**src/rtl/counter_mmio_reader.sv**
```systemverilog
// Performance-counter MMIO read responder: cycle/instret counters, 1-cycle load response, clear-on-store.
// Ports: clk, rst (async, active-high), stall, rd_en, wbe[3:0], addr[31:0], EXMinst[31:0] in;
//        hit (comb), rd_data[31:0], rd_valid (registered) out.
// Optional branch counter at BR_ADDR enabled by defining CNT_BRANCH_EN.
module counter_mmio_reader #(
  parameter int unsigned CNT_W     = 32,
  parameter logic [31:0] CYC_ADDR  = 32'h8000_0010,
  parameter logic [31:0] INST_ADDR = 32'h8000_0014,
  parameter logic [31:0] CLR_ADDR  = 32'h8000_0018
`ifdef CNT_BRANCH_EN
  ,
  parameter logic [31:0] BR_ADDR   = 32'h8000_001C
`endif
) (
  input  logic        clk,
  input  logic        rst,
  input  logic        stall,
  input  logic        rd_en,
  input  logic [3:0]  wbe,
  input  logic [31:0] addr,
  input  logic [31:0] EXMinst,
  output logic        hit,
  output logic [31:0] rd_data,
  output logic        rd_valid
);

  localparam logic [CNT_W-1:0] ONE = CNT_W'(1);

  logic [CNT_W-1:0] r_cyc;
  logic [CNT_W-1:0] r_inst;
  logic             r_rd_valid;
  logic [31:0]      r_rd_data;

  logic             w_store;
  logic             w_clr;
  logic             w_nop;
  logic             w_inst_inc;
  logic             w_acc;
  logic             w_hit_cyc;
  logic             w_hit_inst;
  logic             w_hit_br;
  logic             w_hit;
  logic [CNT_W-1:0] w_sel;
  logic [31:0]      w_ext;

  assign w_store    = |wbe;
  assign w_clr      = w_store && (addr == CLR_ADDR) && !stall;
  assign w_nop      = (EXMinst == 32'h0000_0000) ||
                      (EXMinst == 32'h0000_0013);
  assign w_inst_inc = !stall && !w_nop;

  // A store sharing the cycle with rd_en suppresses the read.
  assign w_acc      = rd_en && !stall && !w_store &&
                      (addr[1:0] == 2'b00);
  assign w_hit_cyc  = w_acc && (addr == CYC_ADDR);
  assign w_hit_inst = w_acc && (addr == INST_ADDR);

`ifdef CNT_BRANCH_EN
  logic [CNT_W-1:0] r_br;
  logic             w_br_inc;

  assign w_br_inc = !stall && (EXMinst[6:0] == 7'b1100011);
  assign w_hit_br = w_acc && (addr == BR_ADDR);

  always_ff @(posedge clk or posedge rst) begin
    if (rst) begin
      r_br <= '0;
    end else if (w_clr) begin
      r_br <= '0;
    end else if (w_br_inc) begin
      r_br <= r_br + ONE;
    end
  end
`else
  assign w_hit_br = 1'b0;
`endif

  assign w_hit = w_hit_cyc || w_hit_inst || w_hit_br;
  assign hit   = w_hit;

  always_comb begin
    w_sel = '0;
    unique case (1'b1)
      w_hit_cyc:  w_sel = r_cyc;
      w_hit_inst: w_sel = r_inst;
`ifdef CNT_BRANCH_EN
      w_hit_br:   w_sel = r_br;
`endif
      default:    w_sel = '0;
    endcase
  end

  always_comb begin
    w_ext            = '0;
    w_ext[CNT_W-1:0] = w_sel;
  end

  // Clear beats increment: the edge after a clear leaves 0, not 1.
  always_ff @(posedge clk or posedge rst) begin
    if (rst) begin
      r_cyc  <= '0;
      r_inst <= '0;
    end else if (w_clr) begin
      r_cyc  <= '0;
      r_inst <= '0;
    end else begin
      r_cyc <= r_cyc + ONE;
      if (w_inst_inc) begin
        r_inst <= r_inst + ONE;
      end
    end
  end

  // Response carries the counter value seen in the request cycle.
  always_ff @(posedge clk or posedge rst) begin
    if (rst) begin
      r_rd_valid <= 1'b0;
      r_rd_data  <= '0;
    end else begin
      r_rd_valid <= w_hit;
      r_rd_data  <= w_hit ? w_ext : 32'h0;
    end
  end

  assign rd_valid = r_rd_valid;
  assign rd_data  = r_rd_data;

endmodule
```
**config.mk**
```make
export PLATFORM = sky130hd
export DESIGN_NAME = counter_mmio_reader
export DESIGN_NICKNAME = d
export VERILOG_FILES = /design/src/rtl/counter_mmio_reader.sv
export SDC_FILE = /design/constraint.sdc
export NUM_CORES = 1
export LEC_CHECK = 0
export BUFFER_PORTS_ARGS = -buffer_cell sky130_fd_sc_hd__buf_2
export CAP_MARGIN = 10
export CORE_MARGIN = 8
export CORE_UTILIZATION = 34
export DETAILED_ROUTE_END_ITERATION = 8
export GPL_ROUTABILITY_DRIVEN = 0
export MAX_ROUTING_LAYER = met4
export PLACE_DENSITY = 0.61
export SYNTH_ARGS = -nofsm -noshare
export SYNTH_HDL_FRONTEND = slang
export SYNTH_SLANG_ARGS = --single-unit
```
**constraint.sdc**
```tcl
create_clock -name clk -period 3.52 [get_ports clk]
set_input_delay 0.704 -clock clk [delete_from_list [all_inputs] [get_ports clk]]
set_output_delay 0.704 -clock clk [all_outputs]
set_load 0.1 [all_outputs]
```
After elaboration in Yosys (flattened, before gate mapping) --
Index checks and enable logic that the tools add are counted.
Cells by class: equal/unequal tests 4, $add $sub $neg 2, muxes and demuxes 5, reduce and logical (&&, ||, !) cells 17
Operators with widths (number):
- 32-bit 2-to-1 mux | 4
- 32-bit equality test (second input constant) | 3
- 32-bit by 1-bit adder with 32-bit output (second input constant) | 2
- 32-bit case mux with 2 select lines | 1
- 32-bit by 5-bit equality test with 1-bit output (second input constant) | 1
- 32-bit zero test | 1
- 1-bit logical AND | 8
- 4-bit OR reduction | 1
- 1-bit zero test | 3
- 2-bit zero test | 1
- 1-bit logical OR | 2
- 2-bit nonzero test | 1
Word-level totals: input port bits 72, output and inout bits 34, register bits 97, logic and storage cells 32

Depth between registers and ports, before layout --
word-level depth 7, mapped depth 7

Least setup slack after synthesis --
Ideal clock, no wire load.
path type input to output, start point input addr[5], end point output hit, arrival 2.224 ns, path buffers 1, stages on the path 5, slack 0.592 ns, path through nor4b_1 > and4_1 > nand4_1 > clkbuf_1 > inv_1
On the way: longest elaborated chain between the ends 3
RTL lines:
- from (decl) | RTL line 20 | input logic [31:0] addr,
- 32-bit equality test, on equally long branches | RTL line 55, 56
- 1-bit logical AND, on equally long branches | RTL line 55, 56
- 1-bit logical OR * | RTL line 78 | assign w_hit = w_hit_cyc || w_hit_inst || w_hit_br;
- to (decl) | RTL line 22 | output logic hit,
Every way passes the cells marked *; elsewhere a longest branch is shown, timed or not.

Worst setup path after layout --
start point input stall, end point output hit
On the way: longest elaborated chain between the ends 6
RTL lines:
- from (decl) | RTL line 17 | input logic stall,
- 1-bit zero test * | RTL line 53 | assign w_acc = rd_en && !stall && !w_store &&
- 1-bit logical AND * (3 in series) | RTL line 53
- 1-bit logical AND, on equally long branches | RTL line 55, 56
- 1-bit logical OR * | RTL line 78
Marked as above.

==> results.md <==
* EDFF count, synth at 0
* Logic pwr share at 10.4%
* Std cell rows at 43
* Layout cells sized above 1 at 22.86%
* Largest family of logic cells by synthesized area: simple AND/OR/NAND/NOR gates
* Max-slew headroom at 36.14%
* Critical Path Slowest Stage Cell: nor4_1
* Final Total Pwr at 2.470 mW
* Reg-to-reg slack, setup at 1.09 ns
* Nets at 666
* Type of origin of the critical path: input port
* CTS Buf Count at 9
* Final hold slack at 0.5237 ns
* Core outline area at 0.01377 mm^2
* Synth Area per Inst at 9.836 um^2
* TritonRoute pass-1 iters at 5
* Pwr/cell area at 423.7 mW/mm^2
* Total GRT Usage at 14.58%
* Ratio of final minimum period to clock period at 77.02%
* Warning count from the yosys run at 0
* Hold WC Path Type: input port to async pin
* Leak Pwr at 2.646 nW
* # setup viols final at 0
* Post-synth ARST share at 100.0%
* Max-slew violation count at 0
* I/O Buffers at 105
* Routed WL per cell at 15.82 um
* Clock share of power at 38.3%
* RSZ-0062 raised after global routing: no
* Worst slew pin tran at 0.9492 ns
* Mapped cell area at 0.004761 mm^2
* Vias/cell at 5.310
* Gate Count Post-Synth at 484
* Setup crit end kind: output port
* CTS clk-pin slew, worst paths at 0.06 ns
* Count of cell types in the netlist at 42
* Setup TNS at 0 ns
* Iteration-0 DRC Markers at 212
* Htree depth at 3
* Final non-filler cell total at 775
* DRT antenna net count at 0
* Synth Area in Adders at 0.5256%
* Clk sink count at 97
* P_sw at 0.6364 mW
* Sequential power share at 51.3%
* Crit-path max FO at 3
* Vias in the first global route at 4341
* Status: finished clean
* CTS root buffer: clkbuf_16
* Worst-case clock buffer depth at 2
* Worst-path cell chain: buf_2 -> nor4_1 -> and4_1 -> nand4_1 -> inv_1 -> buf_12
* Number of diodes at 0
* Syn-to-layout area delta at 22.47%
* Sw Ratio at 25.76%
* #FFs+latches synth at 97
* Commonest register cell after synthesis: dfrtp_1
* Congestion Overflow GR at 0
* Post-synthesis compound-gate area fraction at 7.674%
* Via count at 4115
* Resized Gates After CTS at 0
* DRC at 0
* Synth top area share at 50.99%
* Internal Dissipation at 1.834 mW
* Fmax at 0.3689 GHz
* Die ar. at 0.01804 mm^2
* CP peak stage delay at 0.32 ns
* Final hold violation count at 0
* Clock skew at 0.009006 ns
* Post-Synth XOR/XNOR Area at 6.071%
* Synth cell count leaders: dfrtp_1, nor2_1, mux2i_1, nand3_1, xor2_1
* Chip Width at 134.3 um
* Post-CTS setup buffer count at 0
* TritonCTS clock tree: yes
* Ranking of synthesized cells by area: dfrtp_1, mux2i_1, nor2_1
* Net Count, Synth at 558
* Chip height at 134.3 um
* Io pins at 106
* Crit path DAT at 2.01 ns
* Crit path kind: input port to output port
* Final min period at 2.711 ns
* Mux contribution to synthesized area at 6.938%
* CP bufs+invs at 3
* Required time of the critical path at 2.82 ns
* Dpl hpwl at 9.042 mm
* Largest net degree at the start of global routing at 67
* Dpl cells at 761
* Synth area leader: dfrtp_1
* Initial core utilization at 34.57%
* Cell with the most instances after synthesis: dfrtp_1
* First-pass GRT wire length at 20.73 mm
* Antenna violations before repair at 0
* Peak supply drop at 241.3 uV
* Clock latency on the worst-skew pair at 0.35 ns
* # Max-Cap Violations at 0
* # hold bufs at CTS at 0
* Total Routed Length at 12.26 mm
* Synth Area in Simple Gates at 25.52%
* Register area share after synthesis at 50.99%
* CP delay by family, top: simple AND/OR/NAND/NOR gates
-- per-layer routing --
| metal | track usage (%) | vias to the layer above | wire, um |
|---|---|---|---|
| li1 | - | 1972 | - |
| met4 | 4.679 | 0 | 159 |
| met1 | 17.66 | 1997 | 5543 |
| met2 | 23.40 | 133 | 5768 |
| met3 | 3.628 | 13 | 786 |
| met5 | - | - | 0 |
-- kinds of logic (layout without fill, tap and decap cells) --
logic type	count (synthesis)	in the layout
DFF	97	97
AOI/OAI and AO/OA	59	59
xor gates and xnor gates	33	33
muxes	33	33
buffers and inverters	28	139
adders and majority gates	2	2
and+or+nand+nor	232	232
-- layout by cell type, fill, tap and decap left out, types with 9 or more instances in the layout --
cell type	instances
buf_2	104
dfrtp_1	97
nor2_1	76
mux2i_1	33
nand3_1	32
xor2_1	24
nand4_1	23
a21oi_1	22
nor4_1	20
nand2_1	17
or3_1	16
nor3_1	15
o21ai_0	12
buf_4	12
xnor2_1	9
clkbuf_16	9
-- sequential cells by signal, indices dropped and copies added (netlist names) --
| signal | flops |
|---|---|
| rd_data | 32 |
| rd_valid | 1 |
| r_inst | 32 |
| r_cyc | 32 |
-- worst paths after layout --
path	cells after the start	end	from
worst max-delay path	6	hit	stall
worst min-delay path	2	r_cyc[15]	rst
worst max register to register	6	r_inst[17]	r_inst[5]
worst min register to register	1	r_cyc[0]	r_cyc[0]
max in group asynchronous	3	r_cyc[2]	rst
min in group clk	1	r_cyc[0]	r_cyc[0]
-- worst register-to-register path: stages, from the launching register on --
cell and delay, ns:
dfrtp_1 0.43, nand4_1 0.40, nor4_2 0.58, o311ai_1 0.27
buf_4 0.22, or3_1 0.31, a21oi_1 0.14
-- metrics by stage --
| stage | util, % | cell area [um^2] | setup WS, ns |
|---|---|---|---|
| floorplan | - | 4761 | 0.2823 |
| global placement | 40.33 | 5554 | 0.7760 |
| detailed placement | 40.33 | 5554 | 0.7564 |
| CTS | 42.33 | 5831 | 0.7540 |
| global route | 42.33 | 5831 | 0.6566 |
| finish | 42.33 | 5831 | 0.8090 |
-- power by group through the flow --
stage	registers (mW)	clock network (mW)	logic, mW
floorplan	1.26	0	0.174
global placement	1.28	0	0.244
detailed placement	1.29	0	0.259
CTS	1.27	0.975	0.261
global route	1.28	1.01	0.296
finish	1.27	0.946	0.257
-- layout make-up --
class | count | area (um^2)
fill | 1395 | 7943
inverter | 8 | 32.53
tap | 180 | 225.2
sequential | 97 | 2427
clock inverter | 3 | 43.79
multi-input combinational | 359 | 2238
timing repair buffer | 117 | 630.6
clock buffer | 11 | 232.7
No activity file was read; power rests on OpenSTA's default activity.
